`src/rtl/button_pkg.sv`:
```
// Shared types for the button press decoder: event codes, FSM states, counter width.
// S_WAIT_SECOND exists only when BUTTON_DOUBLE_CLICK_EN is defined.
package button_pkg;

  localparam int unsigned CNT_W  = 32;
  localparam int unsigned CODE_W = 2;

  typedef enum logic [CODE_W-1:0] {
    EVT_SHORT  = 2'd0,
    EVT_LONG   = 2'd1,
    EVT_DOUBLE = 2'd2
  } evt_code_t;

  typedef enum logic [1:0] {
    S_WAIT_RELEASE = 2'd0,
    S_IDLE         = 2'd1,
    S_PRESSED      = 2'd2
`ifdef BUTTON_DOUBLE_CLICK_EN
    ,
    S_WAIT_SECOND  = 2'd3
`endif
  } state_t;

endpackage

```
`src/rtl/button_event_slot.sv`:
```
// One-entry event holding register: loads when empty or being drained,
// otherwise drops the new event and pulses event_dropped.
module button_event_slot
  import button_pkg::*;
(
  input  logic              clk,
  input  logic              areset,
  input  logic              emit_c,
  input  evt_code_t         emit_code_c,
  input  logic              event_ready,
  output logic              event_valid,
  output logic [CODE_W-1:0] event_code,
  output logic              event_dropped
);

  evt_code_t code_q;

  assign event_code = code_q;

  always_ff @(posedge clk or posedge areset) begin
    if (areset) begin
      event_valid   <= 1'b0;
      code_q        <= EVT_SHORT;
      event_dropped <= 1'b0;
    end else begin
      event_dropped <= 1'b0;
      if (emit_c) begin
        if (!event_valid || event_ready) begin
          event_valid <= 1'b1;
          code_q      <= emit_code_c;
        end else begin
          event_dropped <= 1'b1;
        end
      end else if (event_valid && event_ready) begin
        event_valid <= 1'b0;
      end
    end
  end

endmodule

```
`src/rtl/button_press_decoder.sv`:
```
// Classifies debounced button presses into SHORT / LONG / DOUBLE events.
// DOUBLE detection and S_WAIT_SECOND are built only with BUTTON_DOUBLE_CLICK_EN.
module button_press_decoder
  import button_pkg::*;
(
  input  logic              clk,
  input  logic              areset,
  input  logic [CNT_W-1:0]  long_press_count,
  input  logic [CNT_W-1:0]  double_click_window,
  input  logic              btn_level,
  output logic              event_valid,
  input  logic              event_ready,
  output logic [CODE_W-1:0] event_code,
  output logic              event_dropped
);

  state_t           state_q, state_d;
  logic [CNT_W-1:0] cnt_q, cnt_d;
  logic             emit_c;
  evt_code_t        emit_code_c;

`ifndef BUTTON_DOUBLE_CLICK_EN
  logic unused_window;
  assign unused_window = ^double_click_window;
`endif

  always_ff @(posedge clk or posedge areset) begin
    if (areset) begin
      state_q <= S_WAIT_RELEASE;
      cnt_q   <= '0;
    end else begin
      state_q <= state_d;
      cnt_q   <= cnt_d;
    end
  end

  always_comb begin
    state_d     = state_q;
    cnt_d       = cnt_q;
    emit_c      = 1'b0;
    emit_code_c = EVT_SHORT;
    case (state_q)
      S_WAIT_RELEASE: begin
        if (!btn_level) state_d = S_IDLE;
      end
      S_IDLE: begin
        if (btn_level) state_d = S_PRESSED;
      end
      S_PRESSED: begin
        if (btn_level) begin
          if ((long_press_count != '0) && (cnt_q == long_press_count - CNT_W'(1))) begin
            emit_c      = 1'b1;
            emit_code_c = EVT_LONG;
            state_d     = S_WAIT_RELEASE;
          end else begin
            cnt_d = cnt_q + CNT_W'(1);
          end
        end else begin
`ifdef BUTTON_DOUBLE_CLICK_EN
          if (double_click_window != '0) begin
            state_d = S_WAIT_SECOND;
          end else begin
            emit_c  = 1'b1;
            state_d = S_IDLE;
          end
`else
          emit_c  = 1'b1;
          state_d = S_IDLE;
`endif
        end
      end
`ifdef BUTTON_DOUBLE_CLICK_EN
      // A second press wins over window expiry in the same cycle.
      S_WAIT_SECOND: begin
        if (btn_level) begin
          emit_c      = 1'b1;
          emit_code_c = EVT_DOUBLE;
          state_d     = S_WAIT_RELEASE;
        end else if (cnt_q == double_click_window - CNT_W'(1)) begin
          emit_c  = 1'b1;
          state_d = S_IDLE;
        end else begin
          cnt_d = cnt_q + CNT_W'(1);
        end
      end
`endif
      default: state_d = S_WAIT_RELEASE;
    endcase
    // Counter restarts from zero on every state entry.
    if (state_d != state_q) cnt_d = '0;
  end

  button_event_slot u_slot (
    .clk           (clk),
    .areset        (areset),
    .emit_c        (emit_c),
    .emit_code_c   (emit_code_c),
    .event_ready   (event_ready),
    .event_valid   (event_valid),
    .event_code    (event_code),
    .event_dropped (event_dropped)
  );

endmodule
```
`config.mk`:
```
export PLATFORM = sky130hd
export DESIGN_NAME = button_press_decoder
export DESIGN_NICKNAME = d
export VERILOG_FILES = /design/src/rtl/button_pkg.sv /design/src/rtl/button_event_slot.sv /design/src/rtl/button_press_decoder.sv
export SDC_FILE = /design/constraint.sdc
export NUM_CORES = 1
export LEC_CHECK = 0
export CORE_ASPECT_RATIO = 0.9
export CORE_UTILIZATION = 55
export CTS_BUF_LIST = sky130_fd_sc_hd__clkbuf_16
export DETAILED_ROUTE_END_ITERATION = 16
export PLACE_DENSITY_LB_ADDON = 0.08
export SYNTH_ARGS = -nofsm -noshare
export SYNTH_HDL_FRONTEND = slang
export SYNTH_HIERARCHICAL = 1
export SYNTH_SLANG_ARGS = --single-unit
```
`constraint.sdc`:
```
create_clock -name clk -period 8.85 [get_ports clk]
set_input_delay 2.2125 -clock clk [delete_from_list [all_inputs] [get_ports clk]]
set_output_delay 2.2125 -clock clk [all_outputs]
set_load 0.02 [all_outputs]
```
==> run summary, run 1 <==
grt total ovfl = 0
worst reg-to-reg setup slack = 5340 ps
Hold Path Class = flop to flop
Syn Nets = 484
register area share after synthesis = 28.77%
vias in the first global route = 2943
maximum VDD drop = 0.00009976 V
Die H = 75.55 um
CP bufs+invs = 3
status = complete, no violations
nets = 519
Iter 0 DRT Violations = 202
achievable frequency = 157.4 MHz
top-count cell post-synth = nand2_1
Synth Area per Inst = 7.985 um^2
synthesized flop and latch total = 38
min-delay src = u_slot/event_code[1]$_DFFE_PP0P_
initial antenna violation count = 0
fillers = 479
clk_skew = 2.106 ps
MaxCap Viol Count = 0
CTS Buffer Depth = 2
core box area = 5725 um^2
Post-synth top cells = nand2_1, xnor2_1, dfrtp_1, nor2_1, xor2_1
# resized after CTS = 0
RD Place Congestion = 0.8598
cells along the critical path = clkdlybuf4s50_1 > inv_1 > ha_1 > or4b_1 > or3_4 > or4_1 > a2111oi_2 > nand4_1 > nor4_4 > buf_4 > o21a_1 > nand2_2 > mux2_4
I/O pin cnt = 72
starting density of the core = 57.74%
clock latency on the worst-skew pair = 280 ps
slowest stage delay, CP = 640 ps
asr flop ratio synth = 100.0%
Pwr per Cell Area = 116.5 nW/um^2
Final Hold Fails = 0
Leak = 1.471 nW
Final Core Density = 68.33%
# port buffers = 39
final setup TNS = 0 ps
Post-CTS Setup Bufs = 0
Tcrit/Tclk final = 71.77%
Synth area leader = dfrtp_1
slowest CP cell = or4b_1
Setup CP Type = input port to flop
worst slew pin tran = 1111 ps
R2R depth = 10
Antenna Diode Count = 0
clock period minus worst slack = 6351 ps
Critical Path End Type = flop
top post-synthesis cells by area = dfrtp_1, xnor2_1, nand2_1
CP required = 9010 ps
slew margin rel. = 25.64%
synth unique cells = 61
Hold Path End = u_slot/event_code[1]$_DFFE_PP0P_
RSZ-0062 raised after global routing = no
Yosys top cell area share = 28.77%
root buffer cell = clkbuf_16
vias per cell = 6.123
drt wl/cell = 16.25 um
drt total wl = 8432 um
first-pass GRT wire length = 13830 um
Setup crit start kind = input port
final setup fails = 0
number of synthesis warnings = 6
Mapped Area = 3306 um^2
clock sinks = 38
Post-synth EDFFs = 0
Slew Limit Fails = 0
# DRC = 0
critical path data arrival time = 6510 ps
Gate Count Post-Synth = 414
Reg clk slew, reported paths = 50 ps
number of CTS-inserted buffers = 5
Rows = 26
vias post-DR = 3178
die width = 83.72 um
antenna-violating nets left = 0
pin count of the biggest net entering global routing = 36
CTS tree = done
worst-path fanout max = 35
Largest delay share family, worst path = simple AND/OR/NAND/NOR gates
R2R Path End = u_slot/event_code[1]$_DFFE_PP0P_
Final HPWL DP = 6284 um
layout cells sized above 1 = 5.791%
GRT Util Overall = 27.71%
H-tree levels = 2
worst reg2reg startpoint = cnt_q[6]$_DFFE_PP0P_
Hold-fix buffers, CTS = 0
Area Overhead vs Synth = 18.36%
DR pass1 iterations = 4
hold-critical path depth = 1
Main synth FF type = dfrtp_1
die area = 6325 um^2
## power breakdown
part | leakage (nW) | total, mW | internal (mW) | switching (mW)
registers | 0.525 | 0.181 | 0.177 | 0.00383
clock network | 0.0773 | 0.195 | 0.130 | 0.0645
logic | 0.868 | 0.0802 | 0.0362 | 0.0439
total | 1.47 | 0.456 | 0.344 | 0.112
## metrics by stage
stage	setup WS [ps]	std cells	total power, mW	hold WS, ps	instance area [um^2]
after global routing	2255	519	0.4752	542.4	3913
after detailed placement	2221	512	0.2636	506.7	3754
after floorplan	3108	414	0.2258	504.3	3306
after CTS	2516	519	0.4581	534.7	3913
final	2499	519	0.4559	529.4	3913
after global placement	2271	512	0.2623	501.6	3754
## flip-flops by register name, indices dropped and copies added, names as in the netlist
name and flops:
u_slot/event_valid 1, cnt_q 32, u_slot/event_code 2, state_q 2
u_slot/event_dropped 1
## area by class of cell
class                      count  area, um^2  area share [%]
clock buffer                   5       125.1           3.198
clock inverter                 2       33.78          0.8634
inverter                      13       48.80           1.247
multi-input combinational    346        2231           57.02
sequential                    38       950.9           24.30
tap                           70       87.58           2.239
timing repair buffer          45       435.4           11.13
## worst reg2reg max path, stage by stage (launching register included)
cell,delay (ps)
dfrtp_1,440
xnor2_1,170
or4_1,400
a2111o_1,430
a2111oi_0,470
nand4_1,210
nor4_4,300
buf_4,390
o21a_1,210
nand2_2,80
mux2_4,300
## cells by family (layout without fill, tap and decap cells)
group | Yosys count | in the layout | synth area share [%]
xor+xnor | 70 | 70 | 18.55
flops | 38 | 38 | 28.77
compound gates | 71 | 71 | 14.65
simple gates | 198 | 198 | 31.83
fa+ha+maj | 2 | 2 | 0.7569
buf+inv | 30 | 65 | 3.823
other cells | 1 | 1 | 0.1134
mux | 4 | 4 | 1.514
## layout by cell type (no fill, tap or decap), types with 2 or more instances in the layout
master           instances
nand2_1                 66
xnor2_1                 46
clkdlybuf4s50_1         39
dfrtp_1                 38
nor2_1                  28
xor2_1                  24
o31ai_1                 18
nor3_1                  17
nand3_1                 16
o21ai_1                 15
nand4_1                 14
inv_1                   13
o21ai_0                 11
and4_1                   8
or3_1                    6
nor4_1                   6
buf_4                    6
nand2b_1                 5
or4_1                    5
and3_1                   5
clkbuf_16                5
nand3b_1                 4
a21oi_1                  4
a31oi_1                  3
a211o_1                  3
or4b_2                   2
a2111o_1                 2
nand4b_1                 2
mux2i_1                  2
ha_1                     2
mux2_4                   2
## how the worst max path moves through the flow
stage,from,end,cells after the start
2_1_floorplan,long_press_count[0],u_slot/event_code[0]$_DFFE_PP0P_,13
6_report,long_press_count[0],u_slot/event_code[1]$_DFFE_PP0P_,13
5_1_grt,long_press_count[0],u_slot/event_code[0]$_DFFE_PP0P_,13
3_3_place_gp,long_press_count[0],u_slot/event_code[1]$_DFFE_PP0P_,13
4_1_cts,long_press_count[0],u_slot/event_code[0]$_DFFE_PP0P_,13
3_5_place_dp,long_press_count[0],u_slot/event_code[1]$_DFFE_PP0P_,13
## routing by layer
metal	part of all wire [%]	GRT usage (%)	up-vias
met3	7.0	5.309	21
met4	2.3	10.36	0
met5	0	0	-
met1	47	37.57	1477
li1	-	-	1564
met2	44	44.99	116
Power figures use the tool's default switching activity.
==> run 2, diff against run 1 <==
--- a/config.mk
+++ b/config.mk
@@ -6,7 +6,7 @@
 export NUM_CORES = 1
 export LEC_CHECK = 0
 export CORE_ASPECT_RATIO = 0.9
-export CORE_UTILIZATION = 55
+export CORE_UTILIZATION = 52
 export CTS_BUF_LIST = sky130_fd_sc_hd__clkbuf_16
 export DETAILED_ROUTE_END_ITERATION = 16
 export PLACE_DENSITY_LB_ADDON = 0.08
==> constraint.sdc (replaced) <==
create_clock -name clk -period 6.17 [get_ports clk]
set_input_delay 1.5425 -clock clk [delete_from_list [all_inputs] [get_ports clk]]
set_output_delay 1.5425 -clock clk [all_outputs]
set_load 0.02 [all_outputs]
==> run summary, run 2 (synthesis gave the netlist of run 1 again) <==
WHS = 523.1 ps
most frequent cells in the layout = nand2_1, xnor2_1, clkdlybuf4s50_1
most common cell after layout, fill and taps aside = nand2_1
max reg flops = 32
Iter 0 DRT Violations = 225
sw frac = 26.28%
starting density of the core = 54.06%
Critical Path End Type = flop
Final HPWL DP = 6417 um
worst slew pin tran = 1133 ps
RD Place Congestion = 0.8759
fillers = 534
antenna-violating nets left = 0
H-tree levels = 2
core box area = 6115 um^2
initial antenna violation count = 0
clock latency on the worst-skew pair = 280 ps
Die H = 77.64 um
total power = 0.6129 mW
vias post-DR = 3171
final setup TNS = 0 ps
CP required = 6330 ps
CTS Buffer Depth = 2
Tcrit/Tclk final = 87.92%
drt wl/cell = 16.09 um
CTS tree = done
layout cells sized above 1 = 6.430%
I/O pin cnt = 72
Setup crit start kind = input port
maximum VDD drop = 0.0001535 V
# resized after CTS = 0
Final Hold Fails = 0
DP Area = 3790 um^2
vias per cell = 5.894
Leak = 1.474 nW
most flop-heavy register = cnt_q
# port buffers = 39
first-pass GRT wire length = 14440 um
combinational share of power = 18.9%
Pwr per Cell Area = 156.2 nW/um^2
Slew Limit Fails = 0
RSZ-0062 raised after global routing = no
drt total wl = 8654 um
Area Overhead vs Synth = 18.74%
clock sinks = 38
critical path data arrival time = 5580 ps
clock share of power = 38.8%
fin area = 3925 um^2
root buffer cell = clkbuf_16
part of the power in registers = 42.3%
achievable frequency = 184.4 MHz
MaxCap Viol Count = 0
DR pass1 iterations = 4
Sw Pwr = 0.1611 mW
die width = 86.05 um
clock period minus worst slack = 5424 ps
number of CTS-inserted buffers = 5
Hold Path Class = flop to flop
Hold-fix buffers, CTS = 0
Antenna Diode Count = 0
nets = 521
clk_skew = 6.430 ps
# DRC = 0
Setup CP Type = input port to flop
Rows = 27
internal power = 0.4518 mW
grt total ovfl = 0
Reg clk slew, reported paths = 60 ps
pin count of the biggest net entering global routing = 35
GRT Util Overall = 27.34%
worst-path fanout max = 8
vias in the first global route = 2964
status = complete, no violations
final setup fails = 0
die area = 6681 um^2
slew margin rel. = 24.15%
Post-CTS Setup Bufs = 0
## run 2: stage by stage
| stage | instances | util, % | setup slack, ps |
|---|---|---|---|
| detailed placement | 531 | 61.98 | 473.5 |
| finish | 538 | 64.19 | 745.6 |
| global placement | 531 | 61.98 | 520.1 |
| global route | 538 | 64.19 | 544.0 |
| CTS | 538 | 64.19 | 761.4 |
| floorplan | 414 | - | 1098 |
## run 2: final cells by class
type                       count  area (um^2)  share of cell area, %
multi-input combinational    346         2231                  56.84
sequential                    38        950.9                  24.23
timing repair buffer          47        450.4                  11.48
clock buffer                   5        125.1                  3.188
tap                           87        108.9                  2.773
inverter                      13        48.80                  1.243
clock inverter                 2        10.01                 0.2550
## run 2: power by group through the flow
stage | Clock (mW) | Sequential [mW] | Combinational (mW)
after floorplan | 0 | 0.266 | 0.0577
after global placement | 0 | 0.264 | 0.113
after detailed placement | 0 | 0.264 | 0.115
after CTS | 0.242 | 0.259 | 0.115
after global routing | 0.251 | 0.260 | 0.125
final | 0.238 | 0.259 | 0.116
## run 2: routing by layer
metal	up-vias	part of all wire [%]	track usage [%]
li1	1563	-	-
met1	1493	49	41.02
met2	106	44	42.22
met3	9	6.0	2.872
met4	0	1.1	6.000
met5	-	0	0
## run 2: final timing paths
kind,startpoint,endpoint,slack (ps),depth (start not counted)
min,u_slot/event_code[1]$_DFFE_PP0P_,u_slot/event_code[1]$_DFFE_PP0P_,520,1
max,long_press_count[0],u_slot/event_code[0]$_DFFE_PP0P_,750,12
max in group asynchronous,areset,cnt_q[21]$_DFFE_PP0P_,4160,3
max reg2reg,cnt_q[6]$_DFFE_PP0P_,u_slot/event_code[0]$_DFFE_PP0P_,3010,9
min reg2reg,u_slot/event_code[1]$_DFFE_PP0P_,u_slot/event_code[1]$_DFFE_PP0P_,520,1
min in group asynchronous,areset,u_slot/event_code[0]$_DFFE_PP0P_,1480,2
## run 2: worst max-delay path, stage by stage
cell and delay [ps]:
clkdlybuf4s50_1 490, inv_1 110, ha_1 260, or4b_1 640, or3_4 460, or4_1 530
a2111oi_2 380, nand4_1 200, nor4_4 410, o21a_1 190, nand2_2 70, mux2_4 300
==> RTL edit 1: new RTL, config.mk and constraints of run 2 <==
The package constant `CNT_W` goes from 32 to 24.
--- a/src/rtl/button_pkg.sv
+++ b/src/rtl/button_pkg.sv
@@ -3,5 +3,5 @@
 package button_pkg;
 
-  localparam int unsigned CNT_W  = 32;
+  localparam int unsigned CNT_W  = 24;
   localparam int unsigned CODE_W = 2;
 
Ports: changed (resized double_click_window and long_press_count); port bits go from 72 to 56. No check against the original RTL was run, so the function may have changed too.
==> RTL edit 1 against run 2 <==
Synthesized cell count decreased by 28%. Largest power group is now clock. Sequential power down 20%. Final area down 25%. Wire length decreased by 37%. Sequential share of layout area grew 1.3 points. Worst setup slack better by 0.64 ns. Sequential cell count decreased by 8. Synthesized area decreased by 25%. Total power down 16%. Global-route usage decreased by 3.7 points.
==> RTL edit 1: results (changes against run 2) <==
stage	metric	value	unit	change
run_status	outcome	finished, final reports clean		
pwr	sw power	126	uW	-22%
pwr	Leak	1.16	nW	-21%
routing	Vias	2190		-31%
place	GPL Wtd Cong	0.860		-1.8%
place	DP Area	0.00280	mm2	-26%
critical_path	CP Max Fanout	7		-1
global_route	first-pass GRT wire length	9000	um	-38%
critical_path	Reg-to-Reg Start	cnt_q[8]$_DFFE_PP0P_		
cells_and_area	max reg flops	24		-25%
critical_path	Worst path slowest cell	clkdlybuf4s50_1		
pwr	Clk pwr share	42.9	%	+4.1 points
logic_synthesis	Synth area leaders	dfrtp_1 (30%), xnor2_1 (9.2%), xor2_1 (6.0%), nor2_1 (5.5%), nand2_1 (4.7%)		
critical_path	internal reg-to-reg setup slack	3.56	ns	+0.55 ns
cells_and_area	largest reg by FF count	cnt_q		
pwr	Comb pwr share	17.1	%	-1.8 points
pwr	Switching Share	24.5	%	-1.8 points
critical_path	CP peak stage delay	0.50	ns	-0.14 ns
global_route	GRT Total Usage	23.7	%	-3.7 points
worst_hold_path	hold path start	state_q[1]$_DFF_PP0_		
sta	fin crit share	77.5	%	-10 points
routing	initial drt markers	86		-62%
critical_path	crit path DAT	4.93	ns	-0.65 ns
sta	Slew @ Worst Pin	0.973	ns	-0.160 ns
cells_and_area	number of nets in the layout	381		-27%
critical_path	reg2reg path depth	10		+1
place	Detailed Place HPWL	4120	um	-36%
worst_hold_path	Worst Hold Path EP	state_q[0]$_DFF_PP0_		
logic_synthesis	Distinct cells, synth	56		-8.2%
cts	post-CTS sizing	0		unchanged
sta	Setup Skew	0.00277	ns	-0.00366 ns
global_route	vias in the first global route	1967		-34%
logic_synthesis	Syn Nets	354		-27%
sta	hold_ws	0.521	ns	-0.00225 ns
logic_synthesis	Synth top cells by count	nor2_1 (36), nand2_1 (31), dfrtp_1 (30)		
place	Setup WS pre-CTS	1.14	ns	+0.666 ns
logic_synthesis	syn avg cell area	8.21	um2	+2.8%
logic_synthesis	Seq/Total Area, Yosys	30.5	%	+1.7 points
place	IO buf count	31		-21%
sta	setup ws final	1.39	ns	+0.644 ns
cells_and_area	share of layout cells above drive strength 1	6.10	%	-0.33 points
global_route	pin count of the biggest net entering global routing	27		-23%
RTL edit 1: cells by family (layout without fill, tap and decap cells):
logic type	after synthesis	after routing	share of synthesized area [%]
compound gates	49	49	13.9
other cells	1	1	0.152
buf+inv	25	53	4.57
flops	30	30	30.5
fa+ha+maj	2	2	1.02
mux	2	2	1.22
xor+xnor	43	43	15.3
simple gates	148	148	33.4
RTL edit 1: metal layers:
metal | up-vias | global-route usage [%] | wire length, um
met3 | 5 | 3.88 | 186
met1 | 1030 | 34.2 | 2830
li1 | 1110 | - | -
met2 | 45 | 35.7 | 2370
met4 | 0 | 8.02 | 63
met5 | - | 0 | 0
RTL edit 1: cell type report:
type                       instances  area, um2
multi-input combinational        245       1600
clock buffer                       5        125
sequential                        30        751
tap                               62       77.6
timing repair buffer              33        325
fill                             401       1550
clock inverter                     3       11.3
inverter                          12       45.0
==> RTL edit 2: new RTL, settings of run 2 <==
Made on the original files. Reset style: synchronous (`areset`), changed in 2 clocked blocks.
--- a/src/rtl/button_event_slot.sv
+++ b/src/rtl/button_event_slot.sv
@@ -18,5 +18,5 @@
   assign event_code = code_q;
 
-  always_ff @(posedge clk or posedge areset) begin
+  always_ff @(posedge clk) begin
     if (areset) begin
       event_valid   <= 1'b0;
--- a/src/rtl/button_press_decoder.sv
+++ b/src/rtl/button_press_decoder.sv
@@ -25,5 +25,5 @@
 `endif
 
-  always_ff @(posedge clk or posedge areset) begin
+  always_ff @(posedge clk) begin
     if (areset) begin
       state_q <= S_WAIT_RELEASE;
Check against the original RTL: differs if areset is asserted again (counterexample within 4 cycles, from zero or initial values and one cycle with areset high); with areset held inactive, the same outputs for 10 cycles.
==> RTL edit 2 against run 2 <==
Count of clock-buffer cells in the layout unchanged. Wire length is 0.99% lower. Die area decreased by 1.7%. Core utilization grew 1.2 points. Worst setup slack improved by 0.24 ns. Non-clock buffer count shrank 3. First-iteration DRC count down 18%. Sequential cell count did not move. Synthesized cell count down 0.97%. Total power rose by 8.6%. Critical endpoint is now cnt_q[18]$_SDFFE_PP0P_. Synthesized area shrank 1.7%. Clock skew decreased by 0.0031 ns. Final area is 2.5% lower.
==> RTL edit 2: results (changes against run 2) <==
stage	metric	value	unit	change
logic_synthesis	Synth area leaders	dfxtp_1 (23%), xnor2_1 (8.4%), a21oi_1 (5.1%), or4_1 (4.4%), xor2_1 (4.0%)		
routing	Met1 Wirelength	4200	um	-1.5%
run_status	outcome	finished, final reports clean		
critical_path	CP peak stage delay	0.69	ns	+0.05 ns
critical_path	Worst path slowest cell	or4_1		
logic_synthesis	Synth async-reset ratio	0	%	-100 points
logic_synthesis	syn avg cell area	7.92	um2	-0.78%
pwr	Leak	1.08	nW	-26%
global_route	pin count of the biggest net entering global routing	36		+2.9%
critical_path	reg2reg path depth	12		+3
place	Setup WS pre-CTS	0.748	ns	+0.275 ns
logic_synthesis	Adder-Cell Fraction of Synth Area	1.16	%	+0.40 points
critical_path	internal reg-to-reg setup slack	3.06	ns	+0.05 ns
logic_synthesis	Distinct cells, synth	62		+1.6%
logic_synthesis	post-synthesis mux area share	0.963	%	-0.55 points
pwr	Flop+latch power	247	uW	-5%
worst_hold_path	Worst Hold Path EP	u_slot/event_code[0]$_SDFFE_PP0P_		
global_route	met1 Use GR	40.6	%	-0.40 points
global_route	first-pass GRT wire length	14400	um	-0.48%
sta	hold_ws	0.472	ns	-0.0509 ns
pwr	Switching Share	22.1	%	-4.2 points
logic_synthesis	Seq/Total Area, Yosys	23.4	%	-5.3 points
pwr	total power	665	uW	+8.6%
logic_synthesis	Synth Area in Compound Gates	19.5	%	+4.9 points
worst_hold_path	hold depth	2		+1
routing	drt first pass iters	5		+1
place	Detailed Place HPWL	6370	um	-0.78%
worst_hold_path	hold path start	u_slot/event_code[0]$_SDFFE_PP0P_		
cells_and_area	share of layout cells above drive strength 1	9.05	%	+2.6 points
## RTL edit 2: worst max path at each step
stage / slack, ns / cells past startpoint / to / from
2_1_floorplan: 1.63 / 14 / u_slot/event_code[0]$_SDFFE_PP0P_ / long_press_count[0]
3_3_place_gp: 0.80 / 10 / cnt_q[16]$_SDFFE_PP0P_ / long_press_count[3]
3_5_place_dp: 0.75 / 10 / cnt_q[18]$_SDFFE_PP0P_ / long_press_count[3]
4_1_cts: 1.01 / 10 / cnt_q[18]$_SDFFE_PP0P_ / long_press_count[3]
5_1_grt: 0.75 / 10 / cnt_q[18]$_SDFFE_PP0P_ / long_press_count[3]
6_report: 0.98 / 10 / cnt_q[18]$_SDFFE_PP0P_ / long_press_count[3]
## RTL edit 2: cell type report
| type | count | share of cell area, % |
|---|---|---|
| clock buffers | 5 | 3.27 |
| inverters | 9 | 0.882 |
| well taps | 70 | 2.29 |
| flip-flops and latches | 38 | 19.9 |
| multi-input cells | 343 | 60.8 |
| repair buffers | 44 | 11.2 |
| clock inverters | 3 | 1.67 |
